## config.mk

```make
export PLATFORM = sky130hd
export DESIGN_NAME = mult_div_control
export DESIGN_NICKNAME = d
export VERILOG_FILES = /design/src/rtl/mult_div_control.sv
export SDC_FILE = /design/constraint.sdc
export NUM_CORES = 1
export LEC_CHECK = 0
export BUFFER_PORTS_ARGS = -buffer_cell sky130_fd_sc_hd__buf_2
export CORE_MARGIN = 2
export CORE_UTILIZATION = 30
export DETAILED_ROUTE_END_ITERATION = 6
export HOLD_SLACK_MARGIN = 0.06
export PLACE_DENSITY = 0.58
export SETUP_SLACK_MARGIN = 0.2
export SYNTH_ARGS = -nofsm -noshare
export SYNTH_HDL_FRONTEND = slang
export SYNTH_SLANG_ARGS = --single-unit
```

## constraint.sdc

```tcl
create_clock -name clock -period 1.4 [get_ports clock]
set_clock_uncertainty 0.05 [all_clocks]
set_input_delay 0.07 -clock clock [delete_from_list [all_inputs] [get_ports clock]]
set_output_delay 0.07 -clock clock [all_outputs]
set_load 0.03 [all_outputs]
```

## src/rtl/mult_div_control.sv

```systemverilog
// Sequencer for the iterative multiply/divide datapath unit.
// Latches the operation and operands on an accepted start, holds the unit in
// initialisation, lets it run for 32 steps, then copies its result into the
// architectural HI/LO registers. A divide-by-zero flag from the unit aborts the
// run and raises a one-cycle exception pulse instead of a completion pulse.
module mult_div_control (
    input  logic        clock,
    input  logic        Reset,
    input  logic        start,
    input  logic        op,
    input  logic [31:0] RegA_out,
    input  logic [31:0] RegB_out,
    input  logic [31:0] md_Hi,
    input  logic [31:0] md_Lo,
    input  logic        md_div_zero,
    output logic        md_Reset,
    output logic        MDControl,
    output logic [31:0] md_RegA,
    output logic [31:0] md_RegB,
    output logic        busy,
    output logic        done,
    output logic        div_zero_exc,
    output logic [31:0] HI,
    output logic [31:0] LO
);

    typedef enum logic [1:0] {
        S_IDLE    = 2'd0,
        S_CLEAR   = 2'd1,
        S_RUN     = 2'd2,
        S_CAPTURE = 2'd3
    } state_t;

    // Number of RUN steps the datapath needs; cnt saturates here and never wraps.
    localparam logic [5:0] CNT_LAST = 6'd32;

    state_t      state_q, state_d;
    logic [5:0]  cnt_q, cnt_d;
    logic        op_q, op_d;
    logic [31:0] rega_q, rega_d;
    logic [31:0] regb_q, regb_d;
    logic [31:0] hi_q, hi_d;
    logic [31:0] lo_q, lo_d;
    logic        done_q, done_d;
    logic        dz_q, dz_d;

    // Divide-by-zero abort: only meaningful for a divide while the unit runs.
    logic        abort_div_zero;
    assign abort_div_zero = op_q & md_div_zero;

    // State register; reset forces IDLE without waiting for a clock.
    always_ff @(posedge clock or negedge Reset) begin
        if (!Reset) begin
            state_q <= S_IDLE;
        end else begin
            state_q <= state_d;
        end
    end

    // Next-state logic: start is only looked at in IDLE, so a start while busy is dropped.
    always_comb begin
        state_d = state_q;
        case (state_q)
            S_IDLE: begin
                if (start) begin
                    state_d = S_CLEAR;
                end
            end
            S_CLEAR: begin
                state_d = S_RUN;
            end
            S_RUN: begin
                if (abort_div_zero) begin
                    state_d = S_IDLE;
                end else if (cnt_q == CNT_LAST) begin
                    state_d = S_CAPTURE;
                end
            end
            S_CAPTURE: begin
                state_d = S_IDLE;
            end
            default: begin
                state_d = S_IDLE;
            end
        endcase
    end

    // Moore outputs: the unit is held in init whenever it is not actively running.
    always_comb begin
        busy     = 1'b0;
        md_Reset = 1'b1;
        case (state_q)
            S_IDLE: begin
                busy     = 1'b0;
                md_Reset = 1'b1;
            end
            S_CLEAR: begin
                busy     = 1'b1;
                md_Reset = 1'b1;
            end
            S_RUN, S_CAPTURE: begin
                busy     = 1'b1;
                md_Reset = 1'b0;
            end
            default: begin
                busy     = 1'b0;
                md_Reset = 1'b1;
            end
        endcase
    end

    // Datapath next values: operand latch, step counter, HI/LO capture and event pulses.
    always_comb begin
        cnt_d  = cnt_q;
        op_d   = op_q;
        rega_d = rega_q;
        regb_d = regb_q;
        hi_d   = hi_q;
        lo_d   = lo_q;
        done_d = 1'b0;
        dz_d   = 1'b0;
        case (state_q)
            S_IDLE: begin
                cnt_d = 6'd0;
                if (start) begin
                    op_d   = op;
                    rega_d = RegA_out;
                    regb_d = RegB_out;
                end
            end
            S_CLEAR: begin
                cnt_d = 6'd0;
            end
            S_RUN: begin
                if (abort_div_zero) begin
                    dz_d  = 1'b1;
                    cnt_d = 6'd0;
                end else if (cnt_q != CNT_LAST) begin
                    cnt_d = cnt_q + 6'd1;
                end
            end
            S_CAPTURE: begin
                // The only point at which the unit's result is sampled.
                hi_d   = md_Hi;
                lo_d   = md_Lo;
                done_d = 1'b1;
                cnt_d  = 6'd0;
            end
            default: begin
                cnt_d = 6'd0;
            end
        endcase
    end

    // Datapath registers; everything is cleared asynchronously so an in-flight operation leaves no trace.
    always_ff @(posedge clock or negedge Reset) begin
        if (!Reset) begin
            cnt_q  <= 6'd0;
            op_q   <= 1'b0;
            rega_q <= 32'd0;
            regb_q <= 32'd0;
            hi_q   <= 32'd0;
            lo_q   <= 32'd0;
            done_q <= 1'b0;
            dz_q   <= 1'b0;
        end else begin
            cnt_q  <= cnt_d;
            op_q   <= op_d;
            rega_q <= rega_d;
            regb_q <= regb_d;
            hi_q   <= hi_d;
            lo_q   <= lo_d;
            done_q <= done_d;
            dz_q   <= dz_d;
        end
    end

    assign MDControl    = op_q;
    assign md_RegA      = rega_q;
    assign md_RegB      = regb_q;
    assign done         = done_q;
    assign div_zero_exc = dz_q;
    assign HI           = hi_q;
    assign LO           = lo_q;

endmodule

```

# Yosys cells after proc, flatten, opt, wreduce, memory -nomap -nowiden
# Cells that the tools add are included.
[totals]
ff_bits = 139
input_bits = 133
output_inout_bits = 133
[op_classes]
n_addsub = 1
n_eq_ne = 8
muxes = 12
bitwise_logic = 1
n_reduce_logical = 7
[ops]
columns = ["cell", "count"]
rows = [
  ["6-bit two-way mux", 2],
  ["6-bit one-hot mux with 2 select lines", 1],
  ["2-bit one-hot mux with 4 select lines", 1],
  ["6-bit by 1-bit adder with 6-bit output, second input constant", 1],
  ["6-bit == test, second input constant", 1],
  ["2-bit two-way mux", 3],
  ["3-bit != test, second input constant", 2],
  ["6-bit != test, second input constant", 1],
  ["3-bit OR reduction", 2],
  ["2-bit == test, second input constant", 2],
  ["1-bit one-hot mux with 2 select lines", 2],
  ["2-bit AND reduction", 2],
  ["2-bit OR reduction", 2],
  ["1-bit two-way mux", 3],
  ["2-bit by 1-bit == test with 1-bit output, second input constant", 1],
  ["2-bit zero test", 1],
  ["2-bit != test, second input constant", 1],
  ["1-bit AND", 1],
]

# Longest topological paths before layout
# Gate-level depths: netlist of the first run.
[logic_depth]
depth_word = 4
mapped_depth = 5
ltp_nobuf = 4

# Least setup slack after synthesis of the first run
# Ideal clock, no wire load.
[synth_timing]
path_kind = "register to register"
startpoint = "reg state_q[1]"
endpoint = "reg regb_q[10], in the netlist md_RegB[10]"
t_arrival_ns = 1.356
slack_ns = -0.131
stages_incl_launch_ff = 6
path_buffers = 2
synth_period_minus_slack_ns = 1.531
path_cell_list = "dfrtp_1 inv_2 and3_4 buf_6 buf_6 mux2_4"
[synth_between]
elab_chain_cells = 2
[synth_lines]
columns = ["element", "line_no", "text"]
rows = [
  ["from (decl)", "37", "state_t state_q, state_d;"],
  ["from (signal assigned)", "56", "state_q <= state_d;"],
  ["2-bit zero test", "122", "case (state_q)"],
  ["2-bit AND reduction (no line)", "--", ""],
  ["to (signal assigned)", "170", "regb_q <= regb_d;"],
  ["to (decl)", "41", "logic [31:0] regb_q, regb_d;"],
]
# No other way between the ends.
# A chain may end at the register's enable or synchronous reset.

# Worst setup path in the final report of the first run
[layout_timing]
startpoint = "reg state_q[0]"
endpoint = "reg regb_q[31], in the netlist md_RegB[31]"
# The elaborated chain is that of the path after synthesis.

==> results of run 1 <==
## through the flow
step	setup WS [ns]	cells	total power, uW	setup TNS (ns)	util [%]
6_report	-0.08194	1000	23070	-3.720	54.02
5_1_grt	-0.1226	1000	24180	-7.643	54.02
4_1_cts	-0.07059	998	23060	-2.894	53.67
3_5_place_dp	-0.08535	822	17660	-2.112	41.24
3_3_place_gp	-0.05301	822	17490	-1.141	41.24
2_1_floorplan	-0.08521	319	14580	-4.184	-
## worst max-delay path, stage by stage, from the launching register on
cell	delay, ns
sky130_fd_sc_hd__dfrtp_1	0.40
sky130_fd_sc_hd__inv_2	0.06
sky130_fd_sc_hd__and3_4	0.28
sky130_fd_sc_hd__buf_12	0.14
sky130_fd_sc_hd__buf_12	0.13
sky130_fd_sc_hd__mux2_4	0.30
## sequential cells by signal, summed over array words and instances, names as in the netlist, 2 cells and up
signal   count
cnt_q        6
LO          32
md_RegA     32
md_RegB     32
HI          32
state_q      2
## logic make-up (layout without fill, tap and decap cells)
kind of cell | Yosys count | count (layout) | share of synthesized area [%]
mux | 131 | 131 | 29.97
buf+inv | 20 | 471 | 2.293
compound gates | 4 | 4 | 0.4401
flops | 139 | 139 | 64.40
fa+ha+maj | 2 | 2 | 0.4632
xor+xnor | 3 | 3 | 0.4865
simple gates | 20 | 21 | 1.946
## worst min-delay path by stage
stage               start     end  slack, ns  cells past startpoint
CTS                 Reset  LO[21]       0.13                      2
global route        Reset  LO[17]       0.16                      2
floorplan           Reset   HI[0]      -0.28                      0
detailed placement  Reset  LO[21]      0.006                      1
finish              Reset  LO[17]       0.12                      2
global placement    Reset  LO[17]       0.01                      1
## area by class of cell
cell class	instances	share of cell area, %
sequential	139	36.11
timing repair buffer	434	32.93
multi-input combinational	161	22.06
clock buffer	25	5.038
tap	229	2.973
clock inverter	7	0.6751
inverter	5	0.2207
## power by group
part	internal, uW	switching, uW
Sequential	6000	1100
Clock	2570	1660
Combinational	5150	6570
Total	13700	9340
## cells in the mapped netlist
library cell and instances:
sky130_fd_sc_hd__dfrtp_1 139, sky130_fd_sc_hd__mux2_2 90, sky130_fd_sc_hd__mux2_4 39, sky130_fd_sc_hd__buf_2 9, sky130_fd_sc_hd__nand3_1 6, sky130_fd_sc_hd__buf_6 5, sky130_fd_sc_hd__nand2_1 5, sky130_fd_sc_hd__inv_1 4
sky130_fd_sc_hd__nor3_1 3, sky130_fd_sc_hd__ha_1 2, sky130_fd_sc_hd__mux2i_1 2, sky130_fd_sc_hd__nor2_1 2, sky130_fd_sc_hd__o21ai_0 2, sky130_fd_sc_hd__xor2_1 2, sky130_fd_sc_hd__a21oi_1 1, sky130_fd_sc_hd__a31o_2 1
sky130_fd_sc_hd__and3_4 1, sky130_fd_sc_hd__and4b_1 1, sky130_fd_sc_hd__clkbuf_1 1, sky130_fd_sc_hd__inv_2 1, sky130_fd_sc_hd__nor2b_1 1, sky130_fd_sc_hd__or3_1 1, sky130_fd_sc_hd__xnor2_1 1
## routing by layer
| layer | share of wire, % | vias up |
|---|---|---|
| li1 | - | 1992 |
| met1 | 41 | 2174 |
| met2 | 50 | 179 |
| met3 | 5.8 | 33 |
| met4 | 2.6 | 0 |
| met5 | 0 | - |
## repair_timing
| action | in CTS | in global routing |
|---|---|---|
| gates cloned | 5 | 1 |
| hold endpoints to repair | 269 | 0 |
| setup buffers | 8 | 1 |
| pin swaps | 2 | 2 |
| hold buffers | 131 | 0 |
| resized for setup | 45 | 8 |
| endpoints found under the setup margin | 139 | 139 |
==> flow_summary.ini, run 1 <==
[route]
first_pass_iters = 4
drt_drc_violations_left = 0
routed_wirelength_um = 16270
vias_per_cell = 4.378
avgRoutedWirePerCell_um = 16.27
via_count = 4378
drt-initial-drc-count = 119
route.antenna.remaining_nets = 0

[status]
status = finished with violations
failed_checks = negative setup slack

[global_routing]
top_usage_layer = met2
globalRouteTotalUtil_pct = 17.53
pin_count_of_the_biggest_net_entering_global_routing = 51
grt.met3_usage_pct = 5.265
grt_pass1_vias = 4929
antenna_found_initial = 0
global_route.overflow_total = 0
wire_length_of_the_first_global_routing_pass_um = 26470
use_met1_pct = 20.97
global_routing_met2_resource_utilization_pct = 29.86

[layout]
drive_gt1_share_pct = 61.35
layout.cells.most_common = sky130_fd_sc_hd__buf_2
n_fill_cell = 1451
syn_to_final_growth_pct = 78.41
finalInstanceArea_um2 = 9637
layout.nets = 893
final_cell_mix = sky130_fd_sc_hd__buf_2, sky130_fd_sc_hd__dfrtp_1, sky130_fd_sc_hd__dlygate4sd3_1
seqCellArea_um2 = 3480
antenna_cells_inserted = 0
multiInputGateArea_um2 = 2126

[clocking]
htree_num_levels = 4
cts_tree = built
cts_root_buf = sky130_fd_sc_hd__clkbuf_16
clock-sinks = 139
clk_path_buf_depth = 2
clk_transition_reported_paths_ns = 0.06
clk_latency_ns = 0.41
cts_buffers = 17

[power_and_ir_drop]
power_density_nw_per_um2 = 2394
worst_ir_drop_vdd_mv = 1.400
p_leak_uw = 0.004858

[yosys]
mappedNetlistArea_um2 = 5401
ys_seq_elements = 139
synth_top_area_share_pct = 64.40
cell_type_contributing_the_most_total_cell_area_after_synthesis = sky130_fd_sc_hd__dfrtp_1
sequential_share_of_the_synthesized_area_pct = 64.40
synth.net_count = 454
post_synth.cell_area_avg_um2 = 16.93
synth_top_cells_by_area = sky130_fd_sc_hd__dfrtp_1, sky130_fd_sc_hd__mux2_2, sky130_fd_sc_hd__mux2_4
post_synth_inst_count = 319
synth.lib_cells_used.distinct = 23
synthesis.yosys.warnings = 0

[critical_path]
timing.critical_path.fanout_max = 8
worst_setup_path_start_kind = flip-flop
crit_required_ns = 1.64
timing.reg2reg.setup_slack_ns = -0.08
setup.worst_path.end = md_RegB[31]
worst-endpoint-arrival_ns = 1.73
setup.worst_path.start = state_q[0]
cp-end-kind = flip-flop
worst-setup-path-type = flip-flop to flip-flop
worstReg2RegEnd = md_RegB[31]
rr_worst_depth = 5
critical_path.reg2reg.startpoint = state_q[0]

[place]
detailed_place.area_um2 = 7357
gp_congestion = 0.7678
io_buffer_count = 265
detailedPlacementHpwl_um = 10200

[die]
die_area_um2 = 19090
core_region_area_um2 = 17840
design.portCount = 266
dieWidth_um = 138.2
core.rowCount = 49
initial_core_util_pct = 30.28
die_h_um = 138.2

[sta]
timing.max_slew.rel_slack_pct = 65.75
max_slew.worst_pin.slew_ns = 0.5138
timing.final.crit_share_pct = 105.9
final_hold_viol_count = 0
worst_hold_slack_ns = 0.1235
clock.fmax_ghz = 0.6748
rsz0062_at_grt = true
slew_viol_final = 0
post-route-worst-setup-slack_ns = -0.08194
setup_viol = 89
period_minus_slack_ns = 1.482

[worst_hold_path]
class_of_the_tightest_hold_or_removal_check = primary input to async pin

[run]
drv_cap = 0
Note: power is estimated with default switching activity, not from simulation.
==> run 2, diff against run 1 <==
--- a/config.mk
+++ b/config.mk
@@ -6,6 +6,7 @@
 export NUM_CORES = 1
 export LEC_CHECK = 0
 export BUFFER_PORTS_ARGS = -buffer_cell sky130_fd_sc_hd__buf_2
+export CORE_ASPECT_RATIO = 1.75
 export CORE_MARGIN = 2
 export CORE_UTILIZATION = 30
 export DETAILED_ROUTE_END_ITERATION = 6
==> flow_summary.ini, run 2 (synthesis results as in run 1) <==
[power_and_ir_drop]
power.sequential.fraction_pct = 30.3
totalPowerFinal_uw = 23750
combinational_share_of_power_pct = 51.1
power_switching_uw = 9556
p_leak_uw = 0.004970
power_density_nw_per_um2 = 2393
switching_share_of_power_pct = 40.23
cellInternalPower_uw = 14200
worst_ir_drop_vdd_mv = 1.325
power.share.clock_pct = 18.6

[clocking]
htree_num_levels = 4
cts_buffers = 17
clk_transition_reported_paths_ns = 0.06
clk_latency_ns = 0.41
clock-sinks = 139
cts_root_buf = sky130_fd_sc_hd__clkbuf_16
clk_path_buf_depth = 2
cts_tree = built

[critical_path]
rr_worst_depth = 4
critical_path.reg2reg.startpoint = state_q[1]
worst_setup_path_start_kind = flip-flop
timing.reg2reg.setup_slack_ns = -0.12
worst-endpoint-arrival_ns = 1.76
crit_required_ns = 1.64
worstReg2RegEnd = md_RegA[0]
cp-end-kind = flip-flop
worst-setup-path-type = flip-flop to flip-flop
timing.critical_path.fanout_max = 11

[layout]
layout.nets = 899
n_fill_cell = 1363
syn_to_final_growth_pct = 83.76
drive_gt1_share_pct = 63.19
layout.cells.most_common = sky130_fd_sc_hd__buf_2
final_cell_mix = sky130_fd_sc_hd__buf_2, sky130_fd_sc_hd__dfrtp_1, sky130_fd_sc_hd__dlygate4sd3_1

[global_routing]
antenna_found_initial = 1
global_route.overflow_total = 0
grt_pass1_vias = 4989
pin_count_of_the_biggest_net_entering_global_routing = 41
globalRouteTotalUtil_pct = 17.40
wire_length_of_the_first_global_routing_pass_um = 25690

[place]
io_buffer_count = 265
detailedPlacementHpwl_um = 10830
gp_congestion = 0.7381

[status]
failed_checks = negative setup slack
status = finished with violations

[sta]
setup_viol = 83
post-route-worst-setup-slack_ns = -0.1211
max_slew.worst_pin.slew_ns = 0.3403
rsz0062_at_grt = true
final_hold_viol_count = 0
timing.final.crit_share_pct = 108.6
timing.max_slew.rel_slack_pct = 77.26
slew_viol_final = 0
worst_hold_slack_ns = 0.06161
period_minus_slack_ns = 1.521
clock.fmax_ghz = 0.6574

[route]
vias_per_cell = 4.399
routed_wirelength_um = 17490
drt_drc_violations_left = 0
avgRoutedWirePerCell_um = 17.33
first_pass_iters = 4
via_count = 4439
drt-initial-drc-count = 105
route.antenna.remaining_nets = 0

[die]
die_h_um = 181.5
initial_core_util_pct = 30.80
dieWidth_um = 105.4
die_area_um2 = 19140
design.portCount = 266
core_region_area_um2 = 17540
core.rowCount = 64

[run]
drv_cap = 0

[worst_hold_path]
class_of_the_tightest_hold_or_removal_check = primary input to async pin
[run 2: cell count changes in the layout (fill, tap and decap cells not counted), moves of 2 or more]
cell,before,now
sky130_fd_sc_hd__buf_12,7,10
sky130_fd_sc_hd__buf_4,17,15
sky130_fd_sc_hd__clkbuf_1,5,1
sky130_fd_sc_hd__clkbuf_16,18,24
sky130_fd_sc_hd__clkinvlp_4,2,4
sky130_fd_sc_hd__ha_4,0,2
sky130_fd_sc_hd__mux2_2,24,16
sky130_fd_sc_hd__mux2_4,105,113
sky130_fd_sc_hd__nor3_1,3,1
[run 2: cell type report]
cell class                 instances  area [um2]  area share, %
antenna                            1       2.502        0.02521
timing repair buffer             439        3308          33.33
clock buffer                      21       470.5          4.740
multi-input combinational        162        2235          22.51
clock inverter                    11       118.9          1.198
tap                              231       289.0          2.912
inverter                           5       21.27         0.2143
sequential                       139        3481          35.07
[run 2: metal layers]
metal  global-route usage (%)  up-vias  wire length [um]
li1                         -     2007                 -
met1                    17.48     2182              6080
met2                    31.69      187              9704
met3                    4.128       63               781
met4                    10.88        0               922
met5                        0        -                 0
[run 2: critical path, stage by stage (launching register included)]
cell and delay [ns]:
sky130_fd_sc_hd__dfrtp_2 0.45, sky130_fd_sc_hd__inv_4 0.08, sky130_fd_sc_hd__and3_4 0.30, sky130_fd_sc_hd__buf_12 0.19
sky130_fd_sc_hd__mux2_4 0.31
[run 2: worst max path at each step]
| stage | from | end | slack [ns] | cells past startpoint |
|---|---|---|---|---|
| after global placement | state_q[1] | md_RegA[10] | -0.07 | 4 |
| final | state_q[1] | md_RegA[0] | -0.12 | 4 |
| after global routing | state_q[1] | md_RegA[25] | -0.14 | 4 |
| after detailed placement | state_q[1] | md_RegA[12] | -0.11 | 4 |
| after CTS | state_q[0] | HI[11] | -0.1 | 4 |
| after floorplan | state_q[1] | md_RegB[10] | -0.09 | 5 |
[run 2: timing repair]
item,in CTS,in global routing
cloned,1,12
pin swaps,2,7
setup endpoints to repair,137,139
setup buffers,7,9
hold buffers,131,0
hold endpoints to repair,269,0
resized for setup,16,54
[run 2: power groups by stage]
stage	clock network, uW	logic [uW]	registers (uW)
finish	4420	12100	7200
global route	4720	12700	7450
CTS	4560	11100	7150
detailed placement	0	10600	7160
global placement	0	10400	7100
floorplan	0	3660	10900
[run 2: through the flow]
stage,setup slack [ns],utilization [%],area (um2),instances,TNS (ns)
2_1_floorplan,-0.08521,-,5678,319,-4.184
3_3_place_gp,-0.07472,41.84,7337,816,-3.284
3_5_place_dp,-0.1113,41.84,7337,816,-4.623
4_1_cts,-0.09678,53.45,9374,987,-5.062
5_1_grt,-0.1386,56.60,9926,1009,-7.499
6_report,-0.1211,56.60,9926,1009,-5.125
==> run 3, diff against run 2 <==
--- a/config.mk
+++ b/config.mk
@@ -5,13 +5,14 @@
 export SDC_FILE = /design/constraint.sdc
 export NUM_CORES = 1
 export LEC_CHECK = 0
+export ABC_AREA = 1
 export BUFFER_PORTS_ARGS = -buffer_cell sky130_fd_sc_hd__buf_2
 export CORE_ASPECT_RATIO = 1.75
 export CORE_MARGIN = 2
 export CORE_UTILIZATION = 30
 export DETAILED_ROUTE_END_ITERATION = 6
 export HOLD_SLACK_MARGIN = 0.06
-export PLACE_DENSITY = 0.58
+export PLACE_DENSITY = 0.56
 export SETUP_SLACK_MARGIN = 0.2
 export SYNTH_ARGS = -nofsm -noshare
 export SYNTH_HDL_FRONTEND = slang
==> constraint.sdc (replaced) <==
create_clock -name clock -period 1.5 [get_ports clock]
set_clock_uncertainty 0.05 [all_clocks]
set_input_delay 0.075 -clock clock [delete_from_list [all_inputs] [get_ports clock]]
set_output_delay 0.075 -clock clock [all_outputs]
set_load 0.03 [all_outputs]
==> flow_summary.ini, run 3 <==
[die]
initial_core_util_pct = 30.62
dieWidth_um = 106.4
die_area_um2 = 19490
core.rowCount = 65
core_region_area_um2 = 17970
die_h_um = 183.2
design.portCount = 266

[yosys]
synth.top_cells.by_count = sky130_fd_sc_hd__nand2_1, sky130_fd_sc_hd__dfrtp_1, sky130_fd_sc_hd__nand3_1, sky130_fd_sc_hd__buf_2, sky130_fd_sc_hd__buf_4
synth_top_area_share_pct = 63.21
sequential_share_of_the_synthesized_area_pct = 63.21
synthesis.yosys.warnings = 0
cell_type_contributing_the_most_total_cell_area_after_synthesis = sky130_fd_sc_hd__dfrtp_1
post_synth.cell_area_avg_um2 = 8.977
ys_seq_elements = 139
synth_top_cells_by_area = sky130_fd_sc_hd__dfrtp_1, sky130_fd_sc_hd__nand2_1, sky130_fd_sc_hd__nand3_1
mappedNetlistArea_um2 = 5503
post_synth_inst_count = 613
synth.net_count = 748
synth.lib_cells_used.distinct = 19
synth_edf_count = 0
yosys.cell_count.top_type = sky130_fd_sc_hd__nand2_1
ys_dominant_reg_cell = sky130_fd_sc_hd__dfrtp_1
fraction_of_synthesis_flops_using_an_asynchronous_set_or_reset_pin_pct = 100.0

[layout]
seqCellArea_um2 = 3481
final_cell_mix = sky130_fd_sc_hd__nand2_1, sky130_fd_sc_hd__buf_2, sky130_fd_sc_hd__dfrtp_1
n_fill_cell = 1609
layout.nets = 1165
utilization_pct = 53.37
drive_gt1_share_pct = 35.38
final-instance-count-excl-fill = 1280
multiInputGateArea_um2 = 1913
layout.cells.most_common = sky130_fd_sc_hd__nand2_1
syn_to_final_growth_pct = 74.33

[sta]
max_slew.worst_pin.slew_ns = 0.4907
setup_viol = 0
clock.fmax_ghz = 0.7517
totalNegativeSetupSlack_ns = 0
slew_viol_final = 0
period_minus_slack_ns = 1.330
timing.max_slew.rel_slack_pct = 67.29
final_hold_viol_count = 0
worst_hold_slack_ns = 0.1402
post-route-worst-setup-slack_ns = 0.1697
rsz0062_at_grt = true
timing.final.crit_share_pct = 88.69

[route]
highest-signal-layer = met4
route.met3.wl_um = 1119
drt-initial-drc-count = 297
met1_length_um = 7321
via_count = 5621
drt_drc_violations_left = 0
avgRoutedWirePerCell_um = 14.90
routed_wirelength_um = 19070
first_pass_iters = 4
detailed_route_wirelength_on_metal2_um = 10150
route.antenna.remaining_nets = 0
vias_per_cell = 4.391

[place]
detailedPlacementHpwl_um = 10920
gp_congestion = 0.7494
io_buffer_count = 265
pre_cts_slack_ns = 0.2040
numPlacedInstances = 1093

[power_and_ir_drop]
power_density_nw_per_um2 = 2263
worst_ir_drop_vdd_mv = 1.127
p_leak_uw = 0.005246

[critical_path]
critical_path.most_common_cell = sky130_fd_sc_hd__nand2_1
cp_cell_sequence = nor2_4 > buf_6 > nand2_8 > clkbuf_16 > nand2_1 > nand2_1
worst-endpoint-arrival_ns = 1.58
cp-end-kind = flip-flop
crit_required_ns = 1.75
cp_slowest_stage_delay_ns = 0.43
timing.critical_path.fanout_max = 12
slowest_stage = sky130_fd_sc_hd__dfrtp_2
worst-setup-path-type = flip-flop to flip-flop
worst_setup_path_start_kind = flip-flop

[clocking]
clk_latency_ns = 0.41
cts_buffers = 17
clock-sinks = 139
clk_path_buf_depth = 2
htree_num_levels = 4
cts_tree = built
cts_root_buf = sky130_fd_sc_hd__clkbuf_16
clk_transition_reported_paths_ns = 0.06

[worst_hold_path]
class_of_the_tightest_hold_or_removal_check = primary input to async pin

[global_routing]
wire_length_of_the_first_global_routing_pass_um = 27120
globalRouteTotalUtil_pct = 17.58
grt_pass1_vias = 5615
antenna_found_initial = 1
pin_count_of_the_biggest_net_entering_global_routing = 66
global_route.overflow_total = 0

[status]
status = completed

[run]
drv_cap = 0
-- run 3: changes by cell type after synthesis, sizes merged, moves of 2 or more --
cell / previous run / this run
buf: 14 / 34
inv: 5 / 10
mux2: 129 / 0
mux2i: 2 / 0
nand2: 5 / 338
nand3: 6 / 71
nor2: 2 / 13
nor3: 3 / 0
-- run 3: cell type report --
| class | count | share of cell area (%) |
|---|---|---|
| tap | 234 | 3.052 |
| inverter | 10 | 0.4174 |
| sequential | 139 | 36.29 |
| antenna | 3 | 0.07826 |
| timing repair buffer | 432 | 33.18 |
| clock buffer | 21 | 4.800 |
| clock inverter | 11 | 2.243 |
| multi-input combinational | 430 | 19.94 |
-- run 3: what timing repair did --
item	CTS	global route
pin swaps	1	5
hold buffers	132	0
gates cloned	0	12
endpoints found under the hold margin	272	0
setup endpoints to repair	2	134
buffers inserted	4	4
resized for setup	5	50
-- run 3: logic make-up (layout without fill, tap and decap cells) --
group / after synthesis / after routing / synth area share, %
AO/OA/AOI/OAI: 2 / 2 / 0.2273
XOR/XNOR: 2 / 2 / 0.3184
adder cells (fa/ha/maj): 2 / 2 / 0.4547
buffers and inverters: 45 / 474 / 5.093
flip-flops: 139 / 139 / 63.21
other: 0 / 3 / 0
AND/OR/NAND/NOR: 423 / 424 / 30.70
-- run 3: where the power goes --
group / switching, uW / internal, uW / total [uW]
combinational: 7040 / 3390 / 10400
clock: 1590 / 3210 / 4800
sequential: 964 / 5510 / 6470
total: 9600 / 12100 / 21700
-- run 3: path summary, 6_finish.rpt --
path	start	end	slack, ns	cells past startpoint
hold / removal	Reset	LO[18]	0.14	2
setup reg to reg	state_q[0]	md_RegA[31]	0.17	6
max in group asynchronous	Reset	md_RegB[1]	0.71	3
min in group clock	md_Lo[13]	LO[13]	0.35	4
hold reg to reg	md_RegA[4]	md_RegA[4]	0.41	2
setup / recovery	state_q[0]	md_RegA[31]	0.17	6
-- run 3: critical path: cells and delay by family (launching register included) --
| kind | cells | cell delay (ns) |
|---|---|---|
| flops | 1 | 0.43 |
| simple gates | 4 | 0.36 |
| buf+inv | 2 | 0.36 |
-- run 3: per-stage QoR --
stage | instance area (um2) | power (uW)
final | 9593 | 21710
after floorplan | 5503 | 12650
after global routing | 9588 | 23070
after CTS | 9149 | 20820
after global placement | 7111 | 15390
after detailed placement | 7111 | 15510
-- run 3: metal layers --
metal	global-route usage, %	up-vias
li1	-	2743
met1	19.66	2627
met2	31.15	222
met3	4.726	29
met4	7.474	0
met5	0	-
